[config.mk]
export PLATFORM = sky130hd
export DESIGN_NAME = read_data_returner_flat
export DESIGN_NICKNAME = d
export VERILOG_FILES = /design/src/rtl/read_data_returner_if.sv /design/src/rtl/read_data_returner.sv /design/src/flat_wrapper.sv
export SDC_FILE = /design/constraint.sdc
export NUM_CORES = 1
export LEC_CHECK = 0
export BUFFER_PORTS_ARGS = -buffer_cell sky130_fd_sc_hd__buf_4
export CAP_MARGIN = 20
export CORE_MARGIN = 4
export CORE_UTILIZATION = 25
export CTS_CLUSTER_SIZE = 10
export DETAILED_ROUTE_END_ITERATION = 8
export HOLD_SLACK_MARGIN = 0.12
export PLACE_DENSITY_LB_ADDON = 0.08
export SETUP_SLACK_MARGIN = 0.02
export SYNTH_ARGS = -nofsm -noshare
export SYNTH_HDL_FRONTEND = slang
export SYNTH_SLANG_ARGS = --single-unit
export TNS_END_PERCENT = 1
[constraint.sdc]
create_clock -name clk -period 1.7 [get_ports clk]
set_input_delay 0.34 -clock clk [delete_from_list [all_inputs] [get_ports clk]]
set_output_delay 0.34 -clock clk [all_outputs]
set_load 0.02 [all_outputs]
[src/rtl/read_data_returner_if.sv]
// Processor load port and RAM read port of the read-back path.
// slave is the read_data_returner's view; master is the requester/RAM side.
interface read_data_returner_if #(
  parameter int DATA_W = 16
);
  logic              rd_req;
  logic [15:0]       rd_add;
  logic              rd_busy;
  logic [DATA_W-1:0] rd_data;
  logic              rd_valid;
  logic              rd_err;

  logic              ram_rd_en;
  logic [15:0]       ram_add;
  logic [DATA_W-1:0] ram_data;
  logic              ram_valid;

  modport slave (
    input  rd_req, rd_add, ram_data, ram_valid,
    output rd_busy, rd_data, rd_valid, rd_err, ram_rd_en, ram_add
  );

  modport master (
    output rd_req, rd_add, ram_data, ram_valid,
    input  rd_busy, rd_data, rd_valid, rd_err, ram_rd_en, ram_add
  );
endinterface

[src/rtl/read_data_returner.sv]
// Returns read data to the processor: register-file words in one cycle,
// RAM words after a strobed request, with a bounded wait and an error response.
module read_data_returner #(
  parameter int DATA_W      = 16,
  parameter int NUM_REGS    = 17,
  parameter int RAM_TIMEOUT = 255
) (
  input  logic                       clk,
  input  logic                       rst_n,
  input  logic [NUM_REGS*DATA_W-1:0] reg_data,
  read_data_returner_if.slave        bus
);

  localparam logic [0:0] IDLE     = 1'b0;
  localparam logic [0:0] RAM_WAIT = 1'b1;

  localparam int          IDX_W      = $clog2(NUM_REGS);
  localparam logic [15:0] REG_LIMIT  = 16'(NUM_REGS);
  localparam logic [7:0]  COUNT_LAST = 8'(RAM_TIMEOUT - 1);

  logic [0:0]        state;
  logic [7:0]        count;
  logic              is_reg;
  logic [DATA_W-1:0] reg_word;

  assign is_reg = (bus.rd_add < REG_LIMIT);

  // Indices beyond the register file select zero; is_reg keeps them unused.
  always_comb begin
    reg_word = '0;
    for (int i = 0; i < NUM_REGS; i++) begin
      if (bus.rd_add[IDX_W-1:0] == IDX_W'(i)) begin
        reg_word = reg_data[i*DATA_W +: DATA_W];
      end
    end
  end

  // NOTE: sequential state uses non-blocking assignments so every register
  // samples pre-edge values, independent of statement order.
  always_ff @(posedge clk or negedge rst_n) begin
    if (!rst_n) begin
      state         <= IDLE;
      count         <= '0;
      bus.rd_data   <= '0;
      bus.rd_valid  <= 1'b0;
      bus.rd_err    <= 1'b0;
      bus.ram_rd_en <= 1'b0;
      bus.ram_add   <= '0;
    end else begin
      // Strobes are single-cycle unless a rule below re-asserts them.
      bus.rd_valid  <= 1'b0;
      bus.rd_err    <= 1'b0;
      bus.ram_rd_en <= 1'b0;

      case (state)
        IDLE: begin
          if (bus.rd_req) begin
            if (is_reg) begin
              bus.rd_data  <= reg_word;
              bus.rd_valid <= 1'b1;
            end else begin
              bus.ram_rd_en <= 1'b1;
              bus.ram_add   <= bus.rd_add;
              count         <= '0;
              state         <= RAM_WAIT;
            end
          end
        end

        RAM_WAIT: begin
          // Data beats timeout when both land on the same edge.
          if (bus.ram_valid) begin
            bus.rd_data  <= bus.ram_data;
            bus.rd_valid <= 1'b1;
            count        <= '0;
            state        <= IDLE;
          end else if (count == COUNT_LAST) begin
            bus.rd_data  <= '0;
            bus.rd_valid <= 1'b1;
            bus.rd_err   <= 1'b1;
            count        <= '0;
            state        <= IDLE;
          end else begin
            count <= count + 8'd1;
          end
        end

        default: state <= IDLE;
      endcase
    end
  end

  assign bus.rd_busy = (state == RAM_WAIT);

endmodule

[src/flat_wrapper.sv]
// flat-port wrapper written by rule: the top's interface ports become plain ports
module read_data_returner_flat 
#(
  parameter int DATA_W      = 16,
  parameter int NUM_REGS    = 17,
  parameter int RAM_TIMEOUT = 255
)
  (clk, rst_n, reg_data, bus_rd_req, bus_rd_add, bus_ram_data, bus_ram_valid, bus_rd_busy, bus_rd_data, bus_rd_valid, bus_rd_err, bus_ram_rd_en, bus_ram_add);
  read_data_returner_if #(.DATA_W(DATA_W)) bus_i ();
  input  logic clk;
  input  logic rst_n;
  input  logic [NUM_REGS*DATA_W-1:0] reg_data;
  input wire logic [$bits(bus_i.rd_req)-1:0] bus_rd_req;
  input wire logic [$bits(bus_i.rd_add)-1:0] bus_rd_add;
  input wire logic [$bits(bus_i.ram_data)-1:0] bus_ram_data;
  input wire logic [$bits(bus_i.ram_valid)-1:0] bus_ram_valid;
  output wire logic [$bits(bus_i.rd_busy)-1:0] bus_rd_busy;
  output wire logic [$bits(bus_i.rd_data)-1:0] bus_rd_data;
  output wire logic [$bits(bus_i.rd_valid)-1:0] bus_rd_valid;
  output wire logic [$bits(bus_i.rd_err)-1:0] bus_rd_err;
  output wire logic [$bits(bus_i.ram_rd_en)-1:0] bus_ram_rd_en;
  output wire logic [$bits(bus_i.ram_add)-1:0] bus_ram_add;
  assign bus_i.rd_req = bus_rd_req;
  assign bus_i.rd_add = bus_rd_add;
  assign bus_i.ram_data = bus_ram_data;
  assign bus_i.ram_valid = bus_ram_valid;
  assign bus_rd_busy = bus_i.rd_busy;
  assign bus_rd_data = bus_i.rd_data;
  assign bus_rd_valid = bus_i.rd_valid;
  assign bus_rd_err = bus_i.rd_err;
  assign bus_ram_rd_en = bus_i.ram_rd_en;
  assign bus_ram_add = bus_i.ram_add;
  read_data_returner #(.DATA_W(DATA_W), .NUM_REGS(NUM_REGS), .RAM_TIMEOUT(RAM_TIMEOUT)) u_core (.clk(clk), .rst_n(rst_n), .reg_data(reg_data), .bus(bus_i));
endmodule
# Yosys cells after proc, flatten, opt, wreduce, memory -nomap -nowiden
# Index checks and enable logic that the tools add are counted.
word_totals:
  out_inout_bits: 36
  word_cells: 76
  input_bits: 308
  ff_bits: 44
classes:
  reduce_logical: 4
  order_cmp: 1
  addsub: 1
  bitwise_logic: 2
  eq_ne: 21
  muxes: 40
op_table:
  columns: ["op", "n"]
  rows:
  - ["$mux 16", 21]
  - ["$eq 5x4->1 const B", 8]
  - ["$mux 8", 4]
  - ["$pmux 16 s2", 1]
  - ["$eq 5x3->1 const B", 4]
  - ["$lt 16x5->1 const B", 1]
  - ["$pmux 8 s2", 1]
  - ["$mux 1", 11]
  - ["$eq 5x2->1 const B", 2]
  - ["$add 8x1->8 const B", 1]
  - ["$eq 8x8->1 const B", 1]
  - ["$reduce_and 3->1", 2]
  - ["$eq 5x1->1 const B", 1]
  - ["$eq 5x5->1 const B", 1]
  - ["$logic_not 5->1", 1]
  - ["$ne 2x2->1 const B", 2]
  - ["$pmux 1 s2", 2]
  - ["$ne 3x3->1 const B", 1]
  - ["$ne 2x1->1 const B", 1]
  - ["$not 1->1", 2]
  - ["$reduce_and 2->1", 1]

# Logic depth before layout (Yosys ltp)
logic_depth:
  word_depth: 21
  ltp_mapped: 10
  ltp_nobuf: 8

# Least setup slack after synthesis
# Ideal clock, no wire load.
synth_timing:
  path_kind: "in2reg"
  startpoint: "in bus_rd_add[1]"
  endpoint: "reg u_core.bus.rd_data[10]"
  slack_ns: -0.114
  cell_stages: 8
  arrival_time_ns: 1.686
  t_required_ns: 1.572
  n_path_buf: 3
  setup_time_ns: 0.128
  path_cell_list: "buf_6 > o41ai_2 > nand4_1 > o31a_1 > buf_6 > buf_6 > a22oi_2 > o31ai_1"
synth_between:
  elab_chain_cells: 21
  word_cells_on_any_way: 40
  cone_classes: "order compare: 1; eq/ne: 17; mux: 20; reduce/logical: 2"
synth_lines:
  columns: ["item", "line", "source"]
  rows:
  - ["start: declaration", "flat_wrapper.sv:14", "input wire logic [$bits(bus_i.rd_add)-1:0] bus_rd_add;"]
  - ["$logic_not 5->1", "read_data_returner.sv:32", "if (bus.rd_add[IDX_W-1:0] == IDX_W'(i)) begin"]
  - ["$mux 16 (17 in a row)", "read_data_returner.sv:32", null]
  - ["$mux 16", "read_data_returner.sv:58", "if (is_reg) begin"]
  - ["$mux 16", "read_data_returner.sv:57", "if (bus.rd_req) begin"]
  - ["$pmux 16 s2", "read_data_returner.sv:55", "case (state)"]
  - ["end signal: assignment", "read_data_returner.sv:59", "bus.rd_data <= reg_word;"]
  - ["end signal: assignment", "read_data_returner.sv:73", "bus.rd_data <= bus.ram_data;"]
  - ["end: declaration", "read_data_returner_if.sv:20", "output rd_busy, rd_data, rd_valid, rd_err, ram_rd_en, ram_add"]
# Parallel ways exist; a longest one is shown, timed or not. The select of a mux whose other input is x is not followed.
# A chain may end at the register's enable or synchronous reset.

# Worst setup path in the final report
layout_timing:
  startpoint: "in bus_rd_add[1]"
  endpoint: "reg u_core.bus.rd_data[6]"
# The elaborated chain is that of the path after synthesis.

==> impl_metrics.tcl <==
set metrics [dict create \
    violations "negative setup slack" \
    yosys-top-cells-area "dfrtp_1 (21%), mux2i_1 (5.3%), o21ai_0 (5.3%)" \
    via_per_inst 5.215 \
    gp_congestion 0.9081 \
    worst_slew_pin_slew_ps 603.2 \
    synth-main-ff-cell "dfrtp_1" \
    netlist_area_mm2 0.005139 \
    placementRows 52 \
    startpoint "bus_rd_add[1]" \
    drt_wl_total_mm 30.04 \
    synth_cell_types 80 \
    overflow 0 \
    cpMaxStageDelayCell "o41ai_4" \
    die_h_um 151.4 \
    arrival_ps 2120 \
    crit_top_cell "buf_4" \
    cp_slowest_stage_delay_ps 490 \
    core-area_mm2 0.02023 \
    wire_per_inst_um 21.90 \
    dieArea_mm2 0.02291 \
    maxCapViolCount 0 \
    cts_max_level 2 \
    cts_buffers 5 \
    area.growth.synth_to_final_pct 86.78 \
    nFillCells 2050 \
    grt_max_degree 45 \
    intPower_mw 3.464 \
    cts_buffer_depth 2 \
    holdCritPathClass "primary input to flip-flop" \
    yosysTopAreaCell "dfrtp_1" \
    slew_violations 0 \
    regArea_mm2 0.001101 \
    cts.sinks 44 \
    synth_top_cells_by_count "nand2_1 (69), o21ai_0 (54), a21oi_1 (47)" \
    gr-usage-all-layers_pct 24.78 \
    grt_pass1_vias 7286 \
    die_x_um 151.4 \
    diodes 0 \
    cts_tree "yes" \
    criticalPathCategory "primary input to flip-flop" \
    power_mw 5.354 \
    setup_slack_ps -264.2 \
    clkTransAtPathRegs_ps 70 \
    placedInstanceArea_mm2 0.009011 \
    p_switching_mw 1.890 \
    p_clk_share_pct 21.9 \
    timing.fmax_mhz 509.1 \
    drive_gt1_share_pct 55.08 \
    p_leak_nw 4.530 \
    insertion_delay_ps 290 \
    synth_seq_cells 44 \
    cts_root_buf "clkbuf_16" \
    end_kind "flip-flop" \
    worstReg2RegStart "u_core.count[0]" \
    netlist.area_leader.share_pct 21.43 \
    setup_viol 37 \
    synthArstFlopShare_pct 100.0 \
    synth_most_common_cell "nand2_1" \
    vias 7155 \
    yosysWarnings 0 \
    ir_drop_v 0.0003543 \
    crit_required_ps 1850 \
    firstDrtPassIters 5 \
    antenna_found_initial 0 \
    sw_frac_of_total_pct 35.30 \
    ant_nets 0 \
    multiInputGateArea_mm2 0.003837 \
    hold_viol 0 \
    fin_worst_skew_ps 8.822 \
    fin_nets 1411 \
    design_area_mm2 0.009598 \
    yosysSeqAreaShare_pct 21.43 \
    initial_core_util_pct 25.40 \
    crit_chain "buf_12 > o41ai_4 > buf_4 > nand4_1 > buf_4 > nand2b_4 > or3_1 > o221ai_2 > a21oi_1" \
    path_max_fanout 8 \
    io_pins 344 \
    ff2ff_setup_slack_ps -90 \
    post-dp-hpwl_mm 25.57 \
    combPwrFrac_pct 52.3 \
    synth_fp_nets 948 \
    startpoint_type "primary input" \
    fin_util_pct 47.43 \
    min_period_ps 1964 \
    synth_edf_count 0 \
    port_buffers 343 \
    grt_pass1_wl_mm 42.99 \
    drt_iter0_drc 397 \
    hp-start "bus_rd_add[7]" \
    fin_crit_sh_pct 115.5 \
    status "finished with violations" \
    avgSynthCellArea_um2 8.054 \
    rsz0062_at_grt "true" \
    seqPwrFrac_pct 25.8 \
    post-route-drc-count 0 \
    cellPowerDensity_mw_per_mm2 557.8 \
    netlist_instances 638 \
    max-slew-margin-rel_pct 59.79 \
]
-- final cells by class --
| class | instances | share of cell area, % |
|---|---|---|
| clock buffers | 6 | 1.447 |
| clock inverters | 2 | 0.4041 |
| inverters | 14 | 0.5475 |
| multi-input cells | 519 | 39.98 |
| flip-flops and latches | 44 | 11.47 |
| well taps | 270 | 3.520 |
| repair buffers | 517 | 42.63 |
-- cells by family (layout without fill, tap and decap cells) --
logic type / Yosys count / count (layout) / synth area share, %
compound gates: 252 / 252 / 33.68
xor+xnor: 3 / 3 / 0.5114
fa+ha+maj: 2 / 2 / 0.4869
mux: 62 / 62 / 15.56
flops: 44 / 44 / 21.43
simple gates: 200 / 200 / 19.63
buf+inv: 75 / 539 / 8.717
-- cells in the final DEF (no fill, tap or decap), types with 11 or more instances in the layout --
cell / synthesis / final
a31oi_1: 12 / 11
buf_4: 11 / 493
mux2i_1: 27 / 27
buf_12: 0 / 12
a22oi_1: 19 / 17
nor2_1: 45 / 43
o21ai_1: 2 / 11
mux2_2: 23 / 12
mux4_2: 12 / 12
inv_1: 13 / 13
nand2_1: 69 / 68
a221oi_1: 12 / 11
nor3_1: 12 / 11
dfrtp_1: 44 / 44
mux2_4: 0 / 11
o21ai_0: 54 / 45
nand3_1: 17 / 17
a21oi_1: 47 / 46
o22ai_1: 11 / 11
-- critical path, delay by kind of cell --
family	cells	cell delay, ps
and+or+nand+nor	3	670
AOI/OAI and AO/OA	3	640
buffers and inverters	3	470
-- final timing paths --
check / depth (start not counted) / endpoint
worst max-delay path: 9 / u_core.bus.rd_data[6]
worst min-delay path: 3 / u_core.bus.ram_add[7]
worst max register to register: 10 / u_core.bus.rd_data[13]
worst min register to register: 2 / u_core.bus.ram_add[7]
max in group asynchronous: 2 / u_core.bus.rd_data[11]
min in group asynchronous: 2 / u_core.bus.ram_add[15]
-- registers in the layout, summed over array words and instances, names as in the netlist --
name / count
u_core.bus.ram_add: 16
u_core.bus.ram_rd_en: 1
u_core.bus.rd_busy: 1
u_core.bus.rd_data: 16
u_core.bus.rd_err: 1
u_core.bus.rd_valid: 1
u_core.count: 8
-- power by group through the flow --
stage	Clock, mW	Sequential [mW]	Combinational (mW)
6_report	1.17	1.38	2.80
2_1_floorplan	0	1.59	0.877
5_1_grt	1.23	1.40	2.99
3_3_place_gp	0	1.39	2.60
3_5_place_dp	0	1.39	2.61
4_1_cts	1.20	1.37	2.72
-- layer usage --
metal	track usage [%]	up-vias	routed length [µm]	part of all wire, %
li1	-	3393	-	-
met1	33.20	3408	12620	42
met2	42.12	321	14700	49
met3	4.399	33	2217	7.4
met4	4.397	0	506	1.7
met5	0	-	0	0
-- what timing repair did --
item	4_1_cts	5_1_grt
endpoints found under the hold margin	44	0
pin swaps	7	10
gates cloned	1	0
hold buffers	1	0
setup endpoints to repair	38	37
setup buffers	4	2
resized for setup	41	36
-- metrics by stage --
step                      worst slack, ps  hold slack [ps]  std cells  TNS, ps
after CTS                          -287.8            244.9       1370    -4424
after global placement             -750.1            393.8       1356   -22170
after floorplan                    -113.5            44.41        638    -1752
after detailed placement           -764.7            396.5       1356   -21450
final                              -264.2            249.3       1372    -6158
after global routing               -309.9            262.2       1372    -7016
No activity file was read; power rests on OpenSTA's default activity.
